File: src/rtl/p405s_dcu_taginvalseq.sv
// rtl/p405s_dcu_taginvalseq.sv - DCU tag invalidate sequencer: clears valid bits over a wrapping class range.
// Optional write/read-back verification enabled by defining P405S_DCU_INVAL_VERIFY_EN.
module p405s_dcu_taginvalseq (
   input  logic       CB,
   input  logic       reset,
   input  logic       invStart,
   input  logic [7:0] invStartIdx,
   input  logic [7:0] invEndIdx,
   input  logic [1:0] invWayMask,
   input  logic       invAbort,
   input  logic       coreTagReq,
   input  logic       validA,
   input  logic       validB,
   output logic [9:0] tagIndex,
   output logic       tagReadWriteCycle_In,
   output logic       tagReadNotWrite_In,
   output logic       writeTagA0,
   output logic       writeTagB0,
   output logic       newValidIn,
   output logic       invBusy,
   output logic       invDone,
   output logic       invAbortAck,
   output logic       invErr
);

   localparam logic [2:0] S_IDLE  = 3'd0;
   localparam logic [2:0] S_WRITE = 3'd1;
   localparam logic [2:0] S_DONE  = 3'd2;
`ifdef P405S_DCU_INVAL_VERIFY_EN
   localparam logic [2:0] S_READ  = 3'd3;
   localparam logic [2:0] S_CHECK = 3'd4;
`endif

   logic [2:0] state_q, state_d;
   logic [7:0] idx_q, idx_d;
   logic [7:0] end_q, end_d;
   logic [1:0] mask_q, mask_d;
   logic       ack_q, ack_d;
`ifdef P405S_DCU_INVAL_VERIFY_EN
   logic       err_q, err_d;
`endif

   // Move to the next class, or finish once the inclusive end class is done.
   function automatic void advance(input logic [7:0] idx, input logic [7:0] last,
                                   output logic [2:0] nstate, output logic [7:0] nidx);
      nstate = S_WRITE;
      nidx   = idx;
      if (idx == last) begin
         nstate = S_DONE;
      end else begin
         nidx = idx + 8'd1;
      end
   endfunction

   always_comb begin
      state_d              = state_q;
      idx_d                = idx_q;
      end_d                = end_q;
      mask_d               = mask_q;
      ack_d                = 1'b0;
`ifdef P405S_DCU_INVAL_VERIFY_EN
      err_d                = err_q;
`endif
      tagReadWriteCycle_In = 1'b0;
      tagReadNotWrite_In   = 1'b1;
      writeTagA0           = 1'b0;
      writeTagB0           = 1'b0;
      tagIndex             = 10'd0;

      case (state_q)
         S_IDLE: begin
            if (invStart) begin
               idx_d   = invStartIdx;
               end_d   = invEndIdx;
               mask_d  = invWayMask;
`ifdef P405S_DCU_INVAL_VERIFY_EN
               err_d   = 1'b0;
`endif
               state_d = (invWayMask == 2'b00) ? S_DONE : S_WRITE;
            end
         end
         S_WRITE: begin
            if (invAbort) begin
               state_d = S_IDLE;
               ack_d   = 1'b1;
            end else if (!coreTagReq) begin
               tagReadWriteCycle_In = 1'b1;
               tagReadNotWrite_In   = 1'b0;
               writeTagA0           = mask_q[0];
               writeTagB0           = mask_q[1];
               tagIndex             = {1'b0, idx_q, 1'b0};
`ifdef P405S_DCU_INVAL_VERIFY_EN
               state_d = S_READ;
`else
               advance(idx_q, end_q, state_d, idx_d);
`endif
            end
         end
`ifdef P405S_DCU_INVAL_VERIFY_EN
         S_READ: begin
            if (invAbort) begin
               state_d = S_IDLE;
               ack_d   = 1'b1;
            end else if (!coreTagReq) begin
               tagReadWriteCycle_In = 1'b1;
               tagIndex             = {1'b0, idx_q, 1'b0};
               state_d              = S_CHECK;
            end
         end
         S_CHECK: begin
            if (invAbort) begin
               state_d = S_IDLE;
               ack_d   = 1'b1;
            end else begin
               // Any surviving valid bit in a masked way means the write did not take.
               if ((mask_q[0] & validA) | (mask_q[1] & validB)) begin
                  err_d = 1'b1;
               end
               advance(idx_q, end_q, state_d, idx_d);
            end
         end
`endif
         S_DONE: begin
            state_d = S_IDLE;
            ack_d   = invAbort;
         end
         default: state_d = S_IDLE;
      endcase
   end

   always_ff @(posedge CB) begin
      if (reset) begin
         state_q <= S_IDLE;
         idx_q   <= 8'd0;
         end_q   <= 8'd0;
         mask_q  <= 2'b00;
         ack_q   <= 1'b0;
`ifdef P405S_DCU_INVAL_VERIFY_EN
         err_q   <= 1'b0;
`endif
      end else begin
         state_q <= state_d;
         idx_q   <= idx_d;
         end_q   <= end_d;
         mask_q  <= mask_d;
         ack_q   <= ack_d;
`ifdef P405S_DCU_INVAL_VERIFY_EN
         err_q   <= err_d;
`endif
      end
   end

   assign newValidIn  = 1'b0;
   assign invBusy     = (state_q != S_IDLE);
   assign invDone     = (state_q == S_DONE) & ~invAbort;
   assign invAbortAck = ack_q;
`ifdef P405S_DCU_INVAL_VERIFY_EN
   assign invErr      = err_q;
`else
   assign invErr      = 1'b0;
   wire   unused_valid = &{1'b0, validA, validB};
`endif

endmodule

File: config.mk
export PLATFORM = sky130hd
export DESIGN_NAME = p405s_dcu_taginvalseq
export DESIGN_NICKNAME = d
export VERILOG_FILES = /design/src/rtl/p405s_dcu_taginvalseq.sv
export SDC_FILE = /design/constraint.sdc
export NUM_CORES = 1
export LEC_CHECK = 0
export BUFFER_PORTS_ARGS = -buffer_cell sky130_fd_sc_hd__buf_2
export CORE_UTILIZATION = 35
export DETAILED_ROUTE_END_ITERATION = 16
export GPL_TIMING_DRIVEN = 0
export PLACE_DENSITY = 0.61
export SYNTH_ARGS = -nofsm -noshare
export SYNTH_HDL_FRONTEND = slang
export SYNTH_SLANG_ARGS = --single-unit
File: constraint.sdc
create_clock -name CB -period 1.55 [get_ports CB]
set_input_delay 0.3875 -clock CB [delete_from_list [all_inputs] [get_ports CB]]
set_output_delay 0.3875 -clock CB [all_outputs]
set_load 0.005 [all_outputs]
# Word-level counts from Yosys, hierarchy flattened
# Index checks and enable logic that the tools add are counted.
[word_totals] ff_bits=22 wordCells=51
[classes] addsub=1 n_eq_ne=8 n_mux=28 bitwise_logic=2 reduce_logical=7
[op_table] cell="$mux W8" n=4
[op_table] cell="$mux W9" n=2
[op_table] cell="$pmux W8 S2" n=1
[op_table] cell="$mux W1" n=13
[op_table] cell="$mux W10" n=1
[op_table] cell="$mux W3" n=3
[op_table] cell="$add A8 B1 Y8 const B" n=1
[op_table] cell="$eq A8 B8 Y1" n=1
[op_table] cell="$ne A2 B2 Y1 const B" n=4
[op_table] cell="$pmux W3 S2" n=1
[op_table] cell="$reduce_and A5 Y1" n=1
[op_table] cell="$mux W2" n=2
[op_table] cell="$reduce_and A2 Y1" n=2
[op_table] cell="$eq A3 B1 Y1 const B" n=1
[op_table] cell="$eq A3 B2 Y1 const B" n=1
[op_table] cell="$logic_not A3 Y1" n=1
[op_table] cell="$ne A3 B3 Y1 const B" n=1
[op_table] cell="$reduce_bool A3 Y1" n=1
[op_table] cell="$logic_not A2 Y1" n=1
[op_table] cell="$pmux W1 S2" n=1
[op_table] cell="$reduce_bool A2 Y1" n=1
[op_table] cell="$and A1 B1 Y1" n=1
[op_table] cell="$not A1 Y1" n=1

# Logic depth before layout (Yosys ltp)
# Gate-level depths: netlist of the first run.
[logic_depth] depth_word=5 mapped_depth=8

# Worst setup path before layout of the first run
# Ideal clock, no wire load.
[synth_path] path_type="register to output" start="register state_q[1]" end="output port tagIndex[2]" t_arrival_ns=1.266 slack_ns=-0.103 path_stages_with_launch=8 path_buffers=1 cell_sequence="dfxtp_1 > inv_1 > ha_1 > nand2b_1 > nor2_8 > clkbuf_1 > inv_1 > nor2_1"
[synth_via] elab_chain_len=2
[synth_lines] element="from (decl)" line_no="34" source="logic [2:0] state_q, state_d;"
[synth_lines] element="from (signal assigned)" line_no="142" source="state_q <= state_d;"
[synth_lines] element="$eq A3 B1 Y1" line_no="70" source="case (state_q)"
[synth_lines] element="$mux W10" line_no="70"
[synth_lines] element="to (decl)" line_no="14" source="output logic [9:0] tagIndex,"
# No other way between the ends.

# Worst setup path in the final report of the first run
[layout_path] start="register state_q[1]" end="output port tagIndex[4]"
# Same word-level chain as after synthesis.

==> results of run 1 <==
[cells by family after synthesis]
group	after synthesis
buffers and inverters	22
AOI/OAI and AO/OA	43
other	1
DFF	21
adders and majority gates	4
and+or+nand+nor	67
xor gates and xnor gates	8
[metal layers]
layer	vias up	routed length (um)	global-route usage, %	part of all wire, %
met3	3	179	4.23	4.9
met2	33	1770	28.0	48
met5	-	0	0	0
li1	675	-	-	-
met1	628	1700	23.4	46
met4	0	16	3.61	0.44
[stage by stage]
step	utilization [%]	instances	hold WS [ns]	power [mW]
floorplan	-	169	0.432	1.29
global placement	43.8	253	0.440	1.49
detailed placement	43.8	253	0.447	1.49
CTS	50.7	263	0.319	2.04
global route	57.2	267	0.341	2.45
finish	57.2	267	0.337	2.31
[cell type report]
cell class	count	area share, %
Clock buffer	4	2.14
Multi-Input combinational cell	126	50.2
Sequential cell	21	20.8
Tap cell	48	2.85
Timing Repair Buffer	48	17.0
Buffer	12	5.22
Inverter	8	1.78
[worst max path at each step]
stage	slack, ns	from	to
2_1_floorplan	-0.01	state_q[1]	tagIndex[2]
3_3_place_gp	-0.26	state_q[1]	tagIndex[1]
3_5_place_dp	-0.26	state_q[1]	tagIndex[2]
4_1_cts	-0.24	state_q[1]	tagIndex[2]
5_1_grt	-0.27	state_q[1]	tagIndex[4]
6_report	-0.21	state_q[1]	tagIndex[4]
[flip-flops by register name, summed over array words and instances, names as in the netlist]
register	flops
state_q	2
idx_q	8
mask_q	2
end_q	8
invAbortAck	1
[power by group through the flow]
stage | clock network [mW] | registers (mW) | logic, mW
floorplan | 0 | 0.700 | 0.592
global placement | 0 | 0.727 | 0.760
detailed placement | 0 | 0.728 | 0.765
CTS | 0.381 | 0.739 | 0.915
global route | 0.403 | 0.787 | 1.26
finish | 0.370 | 0.772 | 1.17
[worst max-delay path: stages (launching register included)]
cell,delay [ns]
dfxtp_2,0.33
inv_2,0.07
ha_4,0.14
nand2b_4,0.07
nor2_8,0.13
buf_8,0.13
and2_4,0.14
buf_6,0.09
[synthesized netlist by cell type (all sizes together), types with 2 or more instances]
master  instances
nor2           10
nand4           3
buf             8
nand3           2
o31ai           2
nand2          26
inv             8
a21oi          18
o311ai          4
o21ai           6
nor3            4
dfxtp          21
a31oi           2
nor2b           3
xnor2           8
a22oi           2
clkbuf          5
ha              4
and2           11
and3            2
o32ai           2
[timing repair]
item,CTS,global route
pin swaps,13,9
gates resized for setup,45,50
buffers inserted,7,4
gates cloned,1,0
setup endpoints to repair,23,34
==> metrics.yaml, run 1 <==
setup_path:
  path_class: "reg -> out"
  end_kind: "primary output"
  timing.rr.start: "state_q[1]"
  crit_path_start_kind: "flip-flop"
  ff2ff_setup_slack_ns: -0.05
  r2r_cells: 10
  r2r-end: "idx_q[3]"
  arrival_ns: 1.37
  cp_max_fo: 5
  required_ns: 1.16
logic_synthesis:
  synthAdderAreaFrac_pct: 3.67
  ys_types: 43
  netlist_area_um2: 1360
  synth_compound_area_share_pct: 23.6
  synth_cells: 166
  async_reset_ff_share_pct: 0
  synthMuxAreaShare_pct: 0
  synth_top_family_by_area: "simple AND/OR/NAND/NOR gates"
  synth_flop_cell: "dfxtp_1"
  synth_top_area_share_pct: 30.8
  synth_top_cell_by_area: "dfxtp_1"
  ys_seq_area_share_pct: 30.8
  avgSynthCellArea_um2: 8.22
  synth-seq-cells: 21
  ys_top_cells_by_area: "dfxtp_1, nand2_1, a21oi_1, xnor2_1, and2_1"
  yosysWarnings: 0
  synth_edf_count: 0
  synth_xor_area_share_pct: 5.14
  synth-simple-area-share_pct: 26.7
global_routing:
  grt_antenna_before_repair: 0
  grt_max_degree: 12
  overflow: 0
  grt_pass1_wl_mm: 5.73
  grt_pass1_vias: 1230
  track_usage_pct: 17.4
pwr:
  comb_power_share_pct: 50.6
  swShare_pct: 39.6
  seq_power_share_pct: 33.4
  ir_worst_vdd_v: 0.000689
  p_clk_share_pct: 16.0
  power_density_nw_per_um2: 1100
  p_leak_nw: 0.865
  p_sw_mw: 0.914
  internal-power_mw: 1.39
route:
  drt_wl_total_mm: 3.67
  wire_per_inst_um: 13.7
  first_pass_iters: 4
  drtIter0Drc: 65
  routed_via_density: 5.01
  route.detailed.drc: 0
  ant_nets: 0
  vias: 1339
timing:
  grt_setup_unrepaired: "true"
  period_share_pct: 114
  fin_crit_ns: 1.76
  hold_violations: 0
  finClkSkew_ns: 0.00697
  slew_violations: 0
  setup_viol: 18
  setup_ws_ns: -0.211
  fin_setup_tns_ns: -2.26
  fmax_mhz: 568
min_path:
  hp-class: "in -> reg"
  min_from: "reset"
  min_to: "idx_q[1]"
  hold_path_depth: 2
job:
  cap_violations: 0
cells_and_area:
  nNetsFinal: 249
  register_area_um2: 439
  drive_above_1_share_pct: 55.7
  multi_input_area_um2: 1060
  syn2layout_area_growth_pct: 54.6
  fill_cells: 345
  finish.instance_area_um2: 2110
  final_cell_mix: "nand2_1, buf_2, a21oi_1, buf_6, buf_4"
  diodes: 0
floorplanning:
  dieArea_um2: 4150
  core_um2: 3690
  fp.dieW_um: 64.4
  row_count: 22
  pin_count: 44
  start_util_pct: 37.0
  die_h_um: 64.4
cts:
  cts_tree: "done"
  path_clk_slew_ns: 0.08
  cts_max_level: 1
  clock_sinks: 21
  cts_root_buf: "clkbuf_8"
  cts_buffers: 3
  clk_latency_ns: 0.27
  cts_hold_buf: 0
  clockBufferDepth: 2
run_status:
  violations: "negative setup slack"
  status: "finished with violations"
place:
  place_area_um2: 1620
  pre_cts_ws_ns: -0.264
  portBuffers: 36
  dp_hpwl_mm: 2.48
  gp_congestion: 0.831
Power figures use the tool's default switching activity.
==> run 2: changes to the inputs <==
- CORE_UTILIZATION: 35 -> 40
- PLACE_DENSITY: 0.61 -> 0.68
==> run 2 against run 1 <==
Net effect:
- the flow still finishes with violations (negative setup slack)
- routed wire length grew 4.3%
- final cell count shrank 0.37%
- setup slack lost 0.068 ns
- core utilization grew 11 points
- via count grew 1.5%
- critical path type unchanged
- largest cell class unchanged
==> metrics.yaml, run 2 (synthesis results as in run 1) <==
run_status:
  status: "finished with violations"
  violations: "negative setup slack"
setup_path:
  crit_path_start_kind: "flip-flop"
  required_ns: 1.16
  timing.rr.start: "state_q[1]"
  startpoint: "state_q[1]"
  end_kind: "primary output"
  path_class: "reg -> out"
  arrival_ns: 1.44
  cp_max_fo: 5
global_routing:
  grt_max_degree: 13
  grt_pass1_wl_mm: 5.45
  grt_pass1_vias: 1243
  grt_antenna_before_repair: 0
  track_usage_pct: 20.0
  overflow: 0
cells_and_area:
  top_regs: "end_q x8, idx_q x8"
  syn2layout_area_growth_pct: 56.6
  final_common_cell: "buf_2"
  final_cell_mix: "buf_2, nand2_1, a21oi_1, buf_6, buf_4"
  diodes: 0
  final_util_pct: 67.7
  drive_above_1_share_pct: 56.3
  nNetsFinal: 252
floorplanning:
  die_h_um: 60.4
  pin_count: 44
  fp.dieW_um: 60.4
  row_count: 20
  core_um2: 3150
  start_util_pct: 43.3
  dieArea_um2: 3650
cts:
  clockBufferDepth: 2
  cts_buffers: 3
  cts_tree: "done"
  clk_latency_ns: 0.31
  cts_max_level: 1
  clock_sinks: 21
  cts_hold_buf: 0
  path_clk_slew_ns: 0.13
  cts_root_buf: "clkbuf_4"
route:
  wire_per_inst_um: 14.4
  route.detailed.drc: 0
  ant_nets: 0
  first_pass_iters: 4
  drtIter0Drc: 72
  vias: 1359
  routed_via_density: 5.11
  drt_wl_total_mm: 3.83
pwr:
  p_leak_nw: 0.890
  power_density_nw_per_um2: 1100
  totalPowerFinal_mw: 2.35
  ir_worst_vdd_v: 0.000720
timing:
  setup_ws_ns: -0.279
  setup_viol: 16
  fmax_mhz: 547
  slew_violations: 0
  grt_setup_unrepaired: "true"
  finClkSkew_ns: 0.00713
  period_share_pct: 118
  fin_crit_ns: 1.83
  hold_violations: 0
job:
  cap_violations: 0
place:
  pre_cts_ws_ns: -0.235
  gp_congestion: 0.754
  portBuffers: 36
  dp_hpwl_mm: 2.34
min_path:
  hp-class: "in -> reg"
  min_from: "reset"
-- run 2: where the power goes --
part / switching, mW / internal, mW / leakage [nW] / total (mW)
Clock: 0.177 / 0.0965 / 0.0177 / 0.274
Combinational: 0.665 / 0.653 / 0.696 / 1.32
Sequential: 0.123 / 0.639 / 0.176 / 0.762
-- run 2: what timing repair did --
item / 4_1_cts / 5_1_grt
pin swaps: 13 / 17
endpoints found under the setup margin: 24 / 34
setup buffers: 7 / 7
cloned: 1 / 2
resized for setup: 47 / 57
-- run 2: area by class of cell --
class                   count  area, um^2
inverters                   8        40.0
clock inverters             1        5.00
fillers                   269        1020
plain buffers              12         113
multi-input cells         126        1080
repair buffers             51         383
clock buffers               3        22.5
flip-flops and latches     21         435
well taps                  44        55.1
-- run 2: path summary, 6_finish.rpt --
kind / to / slack (ns) / cells past startpoint
setup / recovery: tagIndex[2] / -0.28 / 8
hold / removal: idx_q[1] / 0.28 / 2
setup reg to reg: idx_q[5] / -0.03 / 7
hold reg to reg: end_q[1] / 0.48 / 2
-- run 2: worst max-delay path: stages (launching register included) --
cell and delay, ns:
dfxtp_2 0.34, inv_2 0.06, ha_4 0.14, nand2b_4 0.07, nor2_8 0.14, buf_8 0.14, inv_4 0.03, nor2_1 0.08
buf_2 0.12
-- run 2: through the flow --
stage / instances / TNS [ns] / cell area, um^2 / hold WS, ns
2_1_floorplan: 169 / -0.0146 / 1380 / 0.432
3_3_place_gp: 249 / -2.95 / 1610 / 0.450
3_5_place_dp: 249 / -3.50 / 1610 / 0.447
4_1_cts: 259 / -3.30 / 1850 / 0.281
5_1_grt: 266 / -4.25 / 2140 / 0.292
6_report: 266 / -2.98 / 2140 / 0.285
-- run 2: routing by layer --
| metal | vias to the layer above | global-route usage (%) | routed length, um |
|---|---|---|---|
| met1 | 634 | 24.6 | 1600 |
| met4 | 0 | 3.65 | 8 |
| met3 | 2 | 4.26 | 177 |
| met5 | - | 0 | 0 |
| li1 | 680 | - | - |
| met2 | 43 | 35.9 | 2040 |
==> run 3: changes to the inputs <==
- CORE_ASPECT_RATIO: not set -> 1.75
==> run 3 against run 2 <==
Net effect:
- the flow still finishes with violations (negative setup slack)
- total power down 9.7%
- sequential share of layout area up 1.7 points
- via count up 0.66%
- register-to-register slack worse by 0.10 ns
- maximum frequency up 2.3%
- critical path depth down 1
- largest cell class unchanged
- highest routed layer unchanged
==> metrics.yaml, run 3 (synthesis results as in run 1) <==
cells_and_area:
  top_regs: "end_q x8, idx_q x8"
  finish.instance_area_um2: 1950
  final_cell_mix: "buf_2, nand2_1, a21oi_1, dfxtp_1"
  drive_above_1_share_pct: 48.9
  fill_cells: 292
  nNetsFinal: 249
  final_common_cell: "buf_2"
  final_util_pct: 60.8
  diodes: 0
  final_cells: 262
  syn2layout_area_growth_pct: 43.0
setup_path:
  path_class: "reg -> out"
  required_ns: 1.16
  crit_path_start_kind: "flip-flop"
  arrival_ns: 1.40
  timing.rr.start: "state_q[1]"
  cp_max_fo: 5
  startpoint: "state_q[1]"
  end_kind: "primary output"
cts:
  cts_root_buf: "clkbuf_8"
  cts_tree: "done"
  clockBufferDepth: 2
  cts_hold_buf: 0
  clk_latency_ns: 0.26
  clock_sinks: 21
  cts_max_level: 1
  cts_buffers: 3
  path_clk_slew_ns: 0.08
job:
  cap_violations: 0
place:
  dp_hpwl_mm: 2.44
  place_inst: 248
  portBuffers: 36
  place_area_um2: 1610
  gp_congestion: 0.903
global_routing:
  overflow: 0
  grt_max_degree: 13
  grt_pass1_vias: 1218
  grt_antenna_before_repair: 0
  grt_pass1_wl_mm: 5.44
  track_usage_pct: 20.5
route:
  ant_nets: 0
  vias: 1368
  wire_per_inst_um: 13.8
  first_pass_iters: 4
  route.detailed.drc: 0
  drt_wl_total_mm: 3.62
  drtIter0Drc: 30
  routed_via_density: 5.22
min_path:
  min_from: "reset"
  hp-class: "in -> reg"
pwr:
  p_sw_mw: 0.821
  totalPowerFinal_mw: 2.12
  power_density_nw_per_um2: 1090
  ir_worst_vdd_v: 0.000566
  swShare_pct: 38.7
  seq_power_share_pct: 35.0
  p_leak_nw: 0.842
  internal-power_mw: 1.30
  comb_power_share_pct: 48.0
  p_clk_share_pct: 16.9
floorplanning:
  core_um2: 3210
  start_util_pct: 42.5
  die_h_um: 79.2
  fp.dieW_um: 46.1
  dieArea_um2: 3660
  row_count: 27
  pin_count: 44
timing:
  hold_slack_ns: 0.335
  setup_viol: 22
  setup_ws_ns: -0.238
  period_share_pct: 115
  finClkSkew_ns: 0.00125
  hold_violations: 0
  fmax_mhz: 559
  grt_setup_unrepaired: "true"
  slew_violations: 0
  fin_crit_ns: 1.79
run_status:
  violations: "negative setup slack"
  status: "finished with violations"
==> run 3: cell types whose count changed in the layout (fill, tap and decap cells not counted), sizes merged <==
cell          previous run  this run
dlymetal6s2s             0         1
buf                     61        57
==> run 3: power groups by stage <==
stage / Sequential, mW / Clock [mW] / Combinational [mW]
2_1_floorplan: 0.700 / 0 / 0.592
3_3_place_gp: 0.725 / 0 / 0.757
3_5_place_dp: 0.723 / 0 / 0.760
4_1_cts: 0.733 / 0.372 / 0.876
5_1_grt: 0.756 / 0.400 / 1.11
6_report: 0.744 / 0.360 / 1.02
==> run 3: layout make-up <==
| cell class | instances | area, um^2 | area share [%] |
|---|---|---|---|
| flip-flops and latches | 21 | 430 | 22.1 |
| inverters | 8 | 32.5 | 1.67 |
| multi-input cells | 126 | 945 | 48.4 |
| repair buffers | 48 | 339 | 17.4 |
| clock buffers | 3 | 41.3 | 2.12 |
| clock inverters | 1 | 5.00 | 0.257 |
| plain buffers | 12 | 104 | 5.32 |
| well taps | 43 | 53.8 | 2.76 |
==> run 3: critical path: stages, from the launching register on <==
cell,delay (ns)
dfxtp_2,0.33
inv_2,0.07
ha_4,0.16
nand2b_4,0.08
nor2_8,0.14
buf_8,0.14
and2_4,0.14
buf_6,0.08
==> run 3: final timing paths <==
path | to | slack [ns] | cells after the start
setup / recovery | writeTagA0 | -0.24 | 7
setup reg to reg | idx_q[7] | -0.13 | 8
hold reg to reg | mask_q[1] | 0.46 | 2
hold / removal | idx_q[1] | 0.34 | 2
==> run 3: through the flow <==
step	setup slack (ns)	setup TNS, ns
global route	-0.296	-4.84
finish	-0.238	-3.53
global placement	-0.206	-3.05
CTS	-0.249	-2.73
floorplan	-0.0118	-0.0146
detailed placement	-0.245	-3.54
==> run 3: routing by layer <==
metal / global-route usage, % / part of all wire [%] / up-vias
li1: - / - / 671
met1: 21.2 / 39 / 643
met2: 37.0 / 54 / 41
met3: 2.95 / 4.1 / 13
met4: 10.3 / 3.4 / 0
met5: 0 / 0 / -
==> run 3: what timing repair did <==
action | 4_1_cts | 5_1_grt
resized for setup | 42 | 26
endpoints found under the setup margin | 23 | 34
gates cloned | 1 | 0
pin swaps | 11 | 6
buffers inserted | 6 | 6
